[src/rtl/score_tracker.sv]
// Game tally for the lane droppers: score, combo, max combo, hit/miss counts, multiplier.
// Optional `define SCORE_BCD_EN adds a sequential double-dabble score_bcd/bcd_valid output pair.
module score_tracker #(
  parameter int LANES      = 4,
  parameter int HIT_POINTS = 10,
  parameter int COMBO_STEP = 10,
  parameter int MAX_MULT   = 4,
  parameter int SCORE_W    = 16
) (
  input  logic               frame_clk,
  input  logic               Reset,
  input  logic [7:0]         keycode,
  input  logic [LANES-1:0]   lane_hit,
  input  logic [LANES-1:0]   lane_done,
  output logic [SCORE_W-1:0] score,
  output logic [7:0]         combo,
  output logic [7:0]         max_combo,
  output logic [7:0]         hit_count,
  output logic [7:0]         miss_count,
  output logic [2:0]         multiplier,
  output logic               game_over,
  output logic               hit_pulse
`ifdef SCORE_BCD_EN
  ,
  output logic [19:0]        score_bcd,
  output logic               bcd_valid
`endif
);

  localparam logic [7:0] KEY_START   = 8'h2C;
  localparam logic [7:0] KEY_RESTART = 8'h01;
  localparam int         CNT_W       = $clog2(LANES + 1);
  localparam int         PROD_W      = SCORE_W + 4;
  localparam int         SUM_W       = SCORE_W + 5;

  typedef enum logic [1:0] {IDLE, PLAY, OVER} state_t;

  state_t             state, state_n;
  logic [LANES-1:0]   hit_prev, done_prev;
  logic [LANES-1:0]   hit_rise, miss_rise;
  logic [CNT_W-1:0]   h, m;
  logic [PROD_W-1:0]  product;
  logic [SUM_W-1:0]   score_sum;
  logic [SCORE_W-1:0] score_n;
  logic [8:0]         hit_sum, miss_sum, combo_sum, mult_raw;
  logic [7:0]         hit_n, miss_n, combo_n, max_n;
  logic [2:0]         mult_n;

  function automatic logic [CNT_W-1:0] popcount(input logic [LANES-1:0] v);
    logic [CNT_W-1:0] cnt;
    cnt = '0;
    for (int i = 0; i < LANES; i++) cnt = cnt + CNT_W'(v[i]);
    return cnt;
  endfunction

  // Tally arithmetic for the current cycle, all saturating.
  always_comb begin
    hit_rise  = lane_hit & ~hit_prev;
    // A lane whose hit and done rise together counts as a hit only.
    miss_rise = lane_done & ~done_prev & ~lane_hit;
    h         = popcount(hit_rise);
    m         = popcount(miss_rise);

    product   = PROD_W'(h) * PROD_W'(HIT_POINTS) * PROD_W'(multiplier);
    score_sum = SUM_W'(score) + SUM_W'(product);
    score_n   = (score_sum > SUM_W'({SCORE_W{1'b1}})) ? {SCORE_W{1'b1}} : score_sum[SCORE_W-1:0];

    hit_sum   = 9'(hit_count) + 9'(h);
    miss_sum  = 9'(miss_count) + 9'(m);
    combo_sum = 9'(combo) + 9'(h);
    hit_n     = (hit_sum  > 9'd255) ? 8'hFF : hit_sum[7:0];
    miss_n    = (miss_sum > 9'd255) ? 8'hFF : miss_sum[7:0];

    if (m != '0) combo_n = 8'd0;
    else         combo_n = (combo_sum > 9'd255) ? 8'hFF : combo_sum[7:0];
    max_n     = (combo_n > max_combo) ? combo_n : max_combo;

    mult_raw  = 9'(32'(combo_n) / COMBO_STEP) + 9'd1;
    mult_n    = (mult_raw > 9'(MAX_MULT)) ? 3'(MAX_MULT) : mult_raw[2:0];
  end

  // NOTE: every signal gets a value before the case so no latch is inferred.
  always_comb begin
    state_n = state;
    case (state)
      IDLE:    if (keycode == KEY_START) state_n = PLAY;
      PLAY: begin
        if (keycode == KEY_RESTART) state_n = IDLE;
        else if (&lane_done)        state_n = OVER;
      end
      OVER:    if (keycode == KEY_RESTART) state_n = IDLE;
      default: state_n = IDLE;
    endcase
  end

  assign game_over = (state == OVER);

  // NOTE: state registers use non-blocking assignments so every flop samples pre-edge values.
  always_ff @(posedge frame_clk) begin
    if (Reset) begin
      state      <= IDLE;
      hit_prev   <= '0;
      done_prev  <= '0;
      score      <= '0;
      combo      <= '0;
      max_combo  <= '0;
      hit_count  <= '0;
      miss_count <= '0;
      multiplier <= 3'd1;
      hit_pulse  <= 1'b0;
    end else begin
      state     <= state_n;
      hit_prev  <= lane_hit;
      done_prev <= lane_done;
      hit_pulse <= 1'b0;
      if (state_n == IDLE) begin
        score      <= '0;
        combo      <= '0;
        max_combo  <= '0;
        hit_count  <= '0;
        miss_count <= '0;
        multiplier <= 3'd1;
      end else if (state == PLAY) begin
        score      <= score_n;
        combo      <= combo_n;
        max_combo  <= max_n;
        hit_count  <= hit_n;
        miss_count <= miss_n;
        multiplier <= mult_n;
        hit_pulse  <= (h != '0);
      end
    end
  end

`ifdef SCORE_BCD_EN
  localparam int BIT_W = $clog2(SCORE_W);

  logic [SCORE_W-1:0] bcd_src, bcd_shift;
  logic [19:0]        bcd_acc, bcd_adj, bcd_acc_n;
  logic [BIT_W-1:0]   bcd_cnt;
  logic               bcd_busy;

  // One double-dabble step: add 3 to any digit >= 5, then shift in the next score bit.
  always_comb begin
    bcd_adj = bcd_acc;
    for (int i = 0; i < 5; i++) begin
      if (bcd_acc[4*i +: 4] >= 4'd5) bcd_adj[4*i +: 4] = bcd_acc[4*i +: 4] + 4'd3;
    end
    bcd_acc_n = {bcd_adj[18:0], bcd_shift[SCORE_W-1]};
  end

  always_ff @(posedge frame_clk) begin
    if (Reset) begin
      bcd_src   <= '0;
      bcd_shift <= '0;
      bcd_acc   <= '0;
      bcd_cnt   <= '0;
      bcd_busy  <= 1'b0;
      score_bcd <= '0;
      bcd_valid <= 1'b1;
    end else if (score != bcd_src) begin
      bcd_src   <= score;
      bcd_shift <= score;
      bcd_acc   <= '0;
      bcd_cnt   <= '0;
      bcd_busy  <= 1'b1;
      bcd_valid <= 1'b0;
    end else if (bcd_busy) begin
      bcd_acc   <= bcd_acc_n;
      bcd_shift <= bcd_shift << 1;
      bcd_cnt   <= bcd_cnt + 1'b1;
      if (bcd_cnt == BIT_W'(SCORE_W - 1)) begin
        bcd_busy  <= 1'b0;
        bcd_valid <= 1'b1;
        score_bcd <= bcd_acc_n;
      end
    end
  end
`endif

endmodule

[config.mk]
export PLATFORM = sky130hd
export DESIGN_NAME = score_tracker
export DESIGN_NICKNAME = d
export VERILOG_FILES = /design/src/rtl/score_tracker.sv
export SDC_FILE = /design/constraint.sdc
export NUM_CORES = 1
export LEC_CHECK = 0
export BUFFER_PORTS_ARGS = -buffer_cell sky130_fd_sc_hd__buf_2
export CAP_MARGIN = 20
export CORE_ASPECT_RATIO = 0.8
export CORE_MARGIN = 2
export CORE_UTILIZATION = 43
export CTS_CLUSTER_SIZE = 24
export DETAILED_ROUTE_END_ITERATION = 12
export HOLD_SLACK_MARGIN = 0.15
export SLEW_MARGIN = 20
export SYNTH_ARGS = -nofsm -noshare
export SYNTH_HDL_FRONTEND = slang
export SYNTH_SLANG_ARGS = --single-unit
[constraint.sdc]
create_clock -name frame_clk -period 8.3 [get_ports frame_clk]
set_input_delay 1.245 -clock frame_clk [delete_from_list [all_inputs] [get_ports frame_clk]]
set_output_delay 1.245 -clock frame_clk [all_outputs]
set_load 0.005 [all_outputs]
Word level (Yosys, flattened, before mapping)
Index checks and enable logic that the tools add are counted.

storage, ports and cells
  register bits after elaboration = 62
  input bits = 18

cells by class
  add/subtract/negate cells = 11
  multiply operators = 2
  divide/modulo/power cells = 1
  magnitude comparators = 6
  eq/ne operators = 4
  multiplexer cells = 11
  bitwise logic cells = 7
  reductions and logical operators = 8

operators by type and width
  cell                  count
  $div 8x4->32 const B  1
  $mux 8                4
  $add 8x3->9           3
  $gt 9x8->1 const B    3
  $add 16x10->17        1
  $gt 17x16->1 const B  1
  $mux 16               1
  $and 4x4->4           3
  $not 4->4             3
  $add 9x1->9 const B   1
  $gt 9x3->1 const B    1
  $mul 6x3->9           1
  $eq 8x1->1 const B    1
  $eq 8x6->1 const B    1
  $gt 8x8->1            1
  $mux 2                4
  $add 2x1->3           2
  $add 3x1->3           2
  $mul 3x3->6 const B   1
  $pmux 2 s3            1
  $reduce_bool 3->1     2
  $add 1x1->2           2
  $logic_not 2->1       2
  $reduce_and 4->1      1
  other kinds (7)       7

Longest topological paths before layout
Gate-level depths: netlist of the first run.

  depth after elaboration = 13
  mapped depth = 33
  gate-level depth less buffers = 33

Least setup slack after synthesis of the first run
OpenSTA, ideal clock, no wires.

  kind = in2reg
  start = input port lane_hit[0]
  end = register multiplier[2]
  setup time = 0.069 ns
  arrival time = 7.694 ns
  required time = 8.231 ns
  path slack = 0.537 ns
  stages = 31
  path buffers = 0
  path through = nand2b_1 fa_1 inv_1 ha_1 ha_1 ha_1 a221o_1 and4_4 or2_4 o21ai_4 inv_2 nor2_2 inv_1 ha_1 nor2b_1 nand2_1 o21bai_2 a32o_1 a221o_1 mux2_2 a31oi_4 nand4_4 nor3b_1 a2111oi_2 and2_1 inv_1 ha_1 or3_1 o21ai_0 a21oi_1 o21ai_1

on the way
  cells in the longest elaborated chain, start to end = 12
  elaborated cells on any way between the ends = 18
  classes of those cells = add/sub (8); div (1); order compare (2); mux (3); bitwise (3); reduce/logical (1)

RTL lines
  what                    line  text
  start: declaration      13    input logic [LANES-1:0] lane_hit,
  $and 4x4->4             58    hit_rise = lane_hit & ~hit_prev;
  $add 1x1->2             52    for (int i = 0; i < LANES; i++) cnt = cnt + CNT_W'(v[i]);
  $add 2x1->3             52
  $add 3x1->3             52
  $add 8x3->9             70    combo_sum = 9'(combo) + 9'(h);
  $gt 9x8->1              75    else combo_n = (combo_sum > 9'd255) ? 8'hFF : combo_sum[7:0];
  $mux 8                  75
  $mux 8 *                74    if (m != '0) combo_n = 8'd0;
  via combo_n[5]          46    logic [7:0] hit_n, miss_n, combo_n, max_n;
  $div 8x4->32 *          78    mult_raw = 9'(32'(combo_n) / COMBO_STEP) + 9'd1;
  $add 9x1->9 *           78
  $gt 9x3->1              79    mult_n = (mult_raw > 9'(MAX_MULT)) ? 3'(MAX_MULT) : mult_raw[2:0];
  $mux 3 *                79
  end signal: assignment  129   multiplier <= mult_n;
  end: declaration        20    output logic [2:0] multiplier,

The timed path passes the listed nets; every way through them passes the cells marked *.
A chain may end at the register's enable or synchronous reset.

Worst setup path in the final report of the first run
Ends and elaborated chain as after synthesis.

==> impl_metrics.env, run 1 <==
export IMPL_vdd_drop_max_v=0.0000963
export IMPL_syn_cell_area_um2=4910
export IMPL_synth_most_common_cell="dfxtp_1"
export IMPL_synth_edff_count=0
export IMPL_yosysWarnings=0
export IMPL_multi_input_area_um2=3420
export IMPL_postCtsHoldBufs=0
export IMPL_nFillCells=1043
export IMPL_clock_path_buffers=2
export IMPL_hold_end="score[0]"
export IMPL_power_density_nw_per_um2=137
export IMPL_synth_cells=617
export IMPL_period_minus_slack_ps=7770
export IMPL_seq_area_um2=1240
export IMPL_busiest_layer="met1"
export IMPL_slowest_stage="fa_1"
export IMPL_synth_area_top_cells="dfxtp_1, ha_1, a21oi_1, nor2_1, fa_1"
export IMPL_totalWireLength_mm=13.1
export IMPL_path_common_cell="ha_1"
export IMPL_r2r_start="hit_prev[0]"
export IMPL_clock_fmax_ghz=0.129
export IMPL_grt_pass1_vias=4366
export IMPL_setup_tns_final_ps=0
export IMPL_endpoint_kind="flop"
export IMPL_layout_drive_gt1_share=0.189
export IMPL_cts_root_buffer="clkbuf_16"
export IMPL_fin_skew_ps=7.02
export IMPL_cts_tree="yes"
export IMPL_rows=34
export IMPL_hold_start="score[0]"
export IMPL_clkPwrFrac=0.497
export IMPL_viasPerCell=5.57
export IMPL_die_x_um=123
export IMPL_path_class="input pin to flop"
export IMPL_layout_nets=759
export IMPL_relSlewSlack=0.368
export IMPL_overflow=0
export IMPL_cp_data_arrival_time_ps=8050
export IMPL_port_buffers=70
export IMPL_post_cts_buffers=0
export IMPL_maxCapViolations=0
export IMPL_timing_rr_end="multiplier[2]"
export IMPL_avgSynthCellArea_um2=7.96
export IMPL_finalHoldViolCount=0
export IMPL_syn_num_nets=688
export IMPL_cts_htree_levels=3
export IMPL_drc=0
export IMPL_crit_fanout=9
export IMPL_antenna_found_initial=0
export IMPL_cts_buffers=9
export IMPL_dpl_hpwl_mm=9.91
export IMPL_antennaDiodeCount=0
export IMPL_p_comb_frac=0.123
export IMPL_wire_per_inst_um=15.6
export IMPL_status="finished clean"
export IMPL_grt_total_usage=0.223
export IMPL_grt_max_degree=53
export IMPL_gp_congestion=0.911
export IMPL_power_leakage_nw=2.43
export IMPL_yosysSeqAreaShare=0.253
export IMPL_met2_usage=0.318
export IMPL_hold_depth=2
export IMPL_min_path_type="flop to flop"
export IMPL_cts_resized=0
export IMPL_drt_initial_drc_count=256
export IMPL_finalWorstSetupSlack_ps=526
export IMPL_tightest_slew_ps=933
export IMPL_dpl_worst_slack_ps=64.8
export IMPL_synth_top_area_share=0.253
export IMPL_cp_start_kind="input pin"
export IMPL_cts_sinks=62
export IMPL_crit_required_ps=8570
export IMPL_ios=71
export IMPL_clk_latency_ps=340
export IMPL_max_stage_delay_ps=550
export IMPL_reg2reg_depth=31
export IMPL_period_share=0.937
export IMPL_ant_nets=0
export IMPL_swShare=0.275
export IMPL_grt_setup_unrepaired="false"
export IMPL_yosys_top_cells_count="dfxtp_1, nor2_1, a21oi_1"
export IMPL_grt_pass1_wl_mm=21.6
export IMPL_ys_ff_latch=62
export IMPL_core_um2=11000
export IMPL_p_switching_uw=217
export IMPL_rrSetupSlack_ps=1160
export IMPL_ys_flop_type="dfxtp_1"
export IMPL_yosysUniqueCellTypes=74
export IMPL_use_met3=0.0585
export IMPL_routed_via_count=4665
export IMPL_gr_usage_met1=0.333
export IMPL_p_int_uw=574
export IMPL_yosys_area_top_type="dfxtp_1"
export IMPL_firstDrtPassIters=5
export IMPL_drv_slew=0
export IMPL_setup_viol=0
export IMPL_die_h_um=99.6
export IMPL_synthArstFlopShare=0
export IMPL_power_frac_seq=0.380
export IMPL_areaGrowthSynthToFinish_pct=17.4
export IMPL_dieArea_um2=12300
export IMPL_clkTransAtPathRegs_ps=60
export IMPL_start_util=0.445
==> cell usage in the layout (no fill, tap or decap), types with 9 or more instances in the layout <==
cell type,netlist,layout
a21oi_1,57,57
and2_1,9,9
and3_1,12,12
buf_2,5,70
buf_4,1,13
clkbuf_16,0,9
dfxtp_1,62,62
fa_1,11,10
ha_1,42,41
inv_1,42,42
nand2_1,47,47
nand2b_1,15,15
nand3_1,25,25
nor2_1,61,60
nor2b_1,20,19
nor3_1,15,15
o211ai_1,9,9
o21ai_0,27,27
xnor2_1,14,14
xor2_1,9,9
==> worst max path at each step <==
stage | from | to | slack, ps | cells past startpoint
2_1_floorplan | lane_hit[0] | multiplier[2] | 540 | 31
3_3_place_gp | lane_hit[0] | multiplier[2] | 240 | 32
3_5_place_dp | lane_hit[0] | multiplier[2] | 60 | 32
4_1_cts | lane_hit[0] | multiplier[2] | 390 | 32
5_1_grt | lane_hit[0] | multiplier[2] | 120 | 32
6_report | lane_hit[0] | multiplier[2] | 530 | 32
==> sequential cells by signal (all words and copies together) (netlist names) <==
name        flops
multiplier      3
max_combo       8
hit_pulse       1
hit_count       8
score          16
done_prev       4
hit_prev        4
state           2
miss_count      8
combo           8
==> cell families after synthesis <==
| family | Yosys count | share of synthesized area |
|---|---|---|
| fa+ha+maj | 53 | 0.152 |
| xor+xnor | 23 | 0.0410 |
| compound gates | 165 | 0.233 |
| mux | 7 | 0.0148 |
| flops | 62 | 0.253 |
| buf+inv | 68 | 0.0558 |
| simple gates | 239 | 0.250 |
==> critical path, delay by kind of cell <==
kind	cells	cell delay (ps)
and+or+nand+nor	10	1930
AOI/OAI and AO/OA	10	2290
adders and majority gates	6	1890
muxes	1	350
buffers and inverters	5	350
==> per-stage QoR <==
stage | power [mW] | instances | hold slack [ps] | instance area, um2 | util
CTS | 0.798 | 837 | 459 | 5750 | 0.521
global route | 0.827 | 837 | 494 | 5760 | 0.523
finish | 0.791 | 837 | 454 | 5760 | 0.523
floorplan | 0.371 | 617 | 442 | 4910 | -
global placement | 0.399 | 821 | 433 | 5440 | 0.494
detailed placement | 0.400 | 821 | 447 | 5440 | 0.494
==> layout make-up <==
type / instances / share of cell area
Timing Repair Buffer: 83 / 0.0778
Clock buffer: 9 / 0.0391
Multi-Input combinational cell: 487 / 0.593
Tap cell: 144 / 0.0313
Inverter: 45 / 0.0295
Sequential cell: 62 / 0.215
Clock inverter: 7 / 0.0135
==> routing by layer <==
layer / up-vias / share of wire
met1: 2177 / 0.51
met2: 135 / 0.41
li1: 2341 / -
met4: 0 / 0.011
met5: - / 0
met3: 12 / 0.071
==> power by group through the flow <==
| stage | Combinational (mW) | Clock (mW) | Sequential (mW) |
|---|---|---|---|
| floorplan | 0.0641 | 0 | 0.307 |
| global placement | 0.0920 | 0 | 0.307 |
| detailed placement | 0.0934 | 0 | 0.307 |
| CTS | 0.0944 | 0.403 | 0.300 |
| global route | 0.110 | 0.416 | 0.300 |
| finish | 0.0973 | 0.393 | 0.300 |
Power figures use the tool's default switching activity.
==> run 2, diff against run 1 <==
--- a/config.mk
+++ b/config.mk
@@ -13,6 +13,7 @@
 export CTS_CLUSTER_SIZE = 24
 export DETAILED_ROUTE_END_ITERATION = 12
 export HOLD_SLACK_MARGIN = 0.15
+export PLACE_DENSITY = 0.65
 export SLEW_MARGIN = 20
 export SYNTH_ARGS = -nofsm -noshare
 export SYNTH_HDL_FRONTEND = slang
==> constraint.sdc (replaced) <==
create_clock -name frame_clk -period 6.8 [get_ports frame_clk]
set_input_delay 1.02 -clock frame_clk [delete_from_list [all_inputs] [get_ports frame_clk]]
set_output_delay 1.02 -clock frame_clk [all_outputs]
set_load 0.005 [all_outputs]
==> run 2 against run 1 <==
Effect of this change: worst setup slack got worse by 430 ps; critical path depth is the same; global-route usage increased by 0.83 points; final cell count grew 7.0%; total power up 20%; largest cell class unchanged; sequential share of layout area shrank 2.0 points; first-iteration DRC count rose by 59%; final area increased by 10%.
==> impl_metrics.env, run 2 (same netlist as run 1, synthesis figures left out) <==
export IMPL_drc=0
export IMPL_overflow=0
export IMPL_finalHoldViolCount=0
export IMPL_core_um2=11000
export IMPL_power_density_nw_per_um2=150
export IMPL_setup_viol=0
export IMPL_layout_nets=818
export IMPL_dpl_hpwl_mm=10.5
export IMPL_min_path_type="flop to flop"
export IMPL_tightest_slew_ps=1050
export IMPL_viasPerCell=5.54
export IMPL_areaGrowthSynthToFinish_pct=29.5
export IMPL_startpoint="lane_hit[0]"
export IMPL_crit_buf_inv=7
export IMPL_met2_usage=0.342
export IMPL_cp_top_family="compound AO/OA/AOI/OAI gates"
export IMPL_grt_pass1_wl_mm=22.2
export IMPL_p_comb_frac=0.147
export IMPL_clkTransAtPathRegs_ps=60
export IMPL_power_leakage_nw=2.73
export IMPL_slowest_stage="fa_1"
export IMPL_fin_skew_ps=7.82
export IMPL_grt_max_degree=37
export IMPL_hold_start="score[0]"
export IMPL_relSlewSlack=0.303
export IMPL_clock_path_buffers=2
export IMPL_p_int_uw=694
export IMPL_cts_root_buffer="clkbuf_16"
export IMPL_totalWireLength_mm=14.2
export IMPL_layout_common_cells="buf_4, buf_2, dfxtp_1"
export IMPL_port_buffers=70
export IMPL_start_util=0.445
export IMPL_die_x_um=123
export IMPL_grt_total_usage=0.231
export IMPL_r2r_start="hit_prev[0]"
export IMPL_crit_fanout=4
export IMPL_largest_reg_flops=16
export IMPL_gr_usage_met1=0.330
export IMPL_wire_per_inst_um=15.8
export IMPL_final_common_cell="buf_4"
export IMPL_cp_data_arrival_time_ps=6970
export IMPL_endpoint_kind="flop"
export IMPL_dpl_instance_area_um2=5840
export IMPL_cts_sinks=62
export IMPL_gp_congestion=0.863
export IMPL_p_switching_uw=258
export IMPL_cp_start_kind="input pin"
export IMPL_clk_latency_ps=340
export IMPL_status="finished clean"
export IMPL_cts_tree="yes"
export IMPL_firstDrtPassIters=5
export IMPL_largest_register="score"
export IMPL_cts_htree_levels=3
export IMPL_antenna_found_initial=0
export IMPL_grt_setup_unrepaired="true"
export IMPL_holdWs_ps=448
export IMPL_fin_area_um2=6360
export IMPL_busiest_layer="met2"
export IMPL_grt_pass1_vias=4470
export IMPL_die_h_um=99.6
export IMPL_vdd_drop_max_v=0.000187
export IMPL_ant_nets=0
export IMPL_ios=71
export IMPL_power_frac_seq=0.385
export IMPL_drt_initial_drc_count=406
export IMPL_routed_via_count=4967
export IMPL_clkPwrFrac=0.468
export IMPL_rows=34
export IMPL_cts_buffers=9
export IMPL_max_stage_delay_ps=540
export IMPL_period_share=0.986
export IMPL_drv_slew=0
export IMPL_utilization=0.577
export IMPL_antennaDiodeCount=0
export IMPL_swShare=0.271
export IMPL_dieArea_um2=12300
export IMPL_maxCapViolations=0
export IMPL_crit_required_ps=7060
export IMPL_period_minus_slack_ps=6700
export IMPL_use_met3=0.0671
export IMPL_layout_drive_gt1_share=0.274
export IMPL_path_class="input pin to flop"
export IMPL_clock_fmax_ghz=0.149
run 2: cell count changes in the layout (fill, tap and decap cells not counted), moves of 3 or more:
cell   delta
ha_1      -5
inv_6     -4
buf_6     +4
ha_4      +3
buf_4    +56
run 2: final cells by class:
class	count	area, um2
clock inverter	4	31.3
inverter	45	170
tap	144	180
multi-input combinational	487	3560
clock buffer	12	256
timing repair buffer	142	918
sequential	62	1240
fill	1004	4660
run 2: metal layers:
metal	vias to the layer above	wire length, um
met5	-	0
met4	0	145
met3	13	935
met2	151	6110
met1	2340	6990
li1	2463	-
run 2: path summary, 6_finish.rpt:
check        cells after the start  slack [ps]       endpoint
max                             32         100  multiplier[2]
min                              2         450       score[0]
min reg2reg                      2         450       score[0]
max reg2reg                     31         480  multiplier[2]
run 2: power by group through the flow:
stage,logic (mW),clock network (mW),registers [mW]
final,0.140,0.445,0.367
after global routing,0.157,0.469,0.367
after CTS,0.133,0.454,0.367
after detailed placement,0.131,0,0.375
after global placement,0.127,0,0.375
after floorplan,0.0830,0,0.374
run 2: tightest hold or removal path, stage by stage, from the launching register on:
cell and delay (ps):
dfxtp_1 310, inv_1 50, a21oi_1 50
run 2: per-stage QoR:
stage / worst slack, ps / total power, mW / cells / setup TNS [ps]
after detailed placement: -354 / 0.506 / 866 / -943
after CTS: 4.37 / 0.953 / 883 / 0
final: 98.4 / 0.952 / 896 / 0
after global placement: -155 / 0.501 / 866 / -346
after floorplan: -270 / 0.457 / 617 / -647
after global routing: -138 / 0.992 / 896 / -290
run 2: repair_timing:
action                                  in CTS  in global routing
buffers inserted                             1                 13
pin swaps                                    1                 29
resized for setup                            0                 24
endpoints found under the setup margin       2                  3
hold buffers                                 0                  0
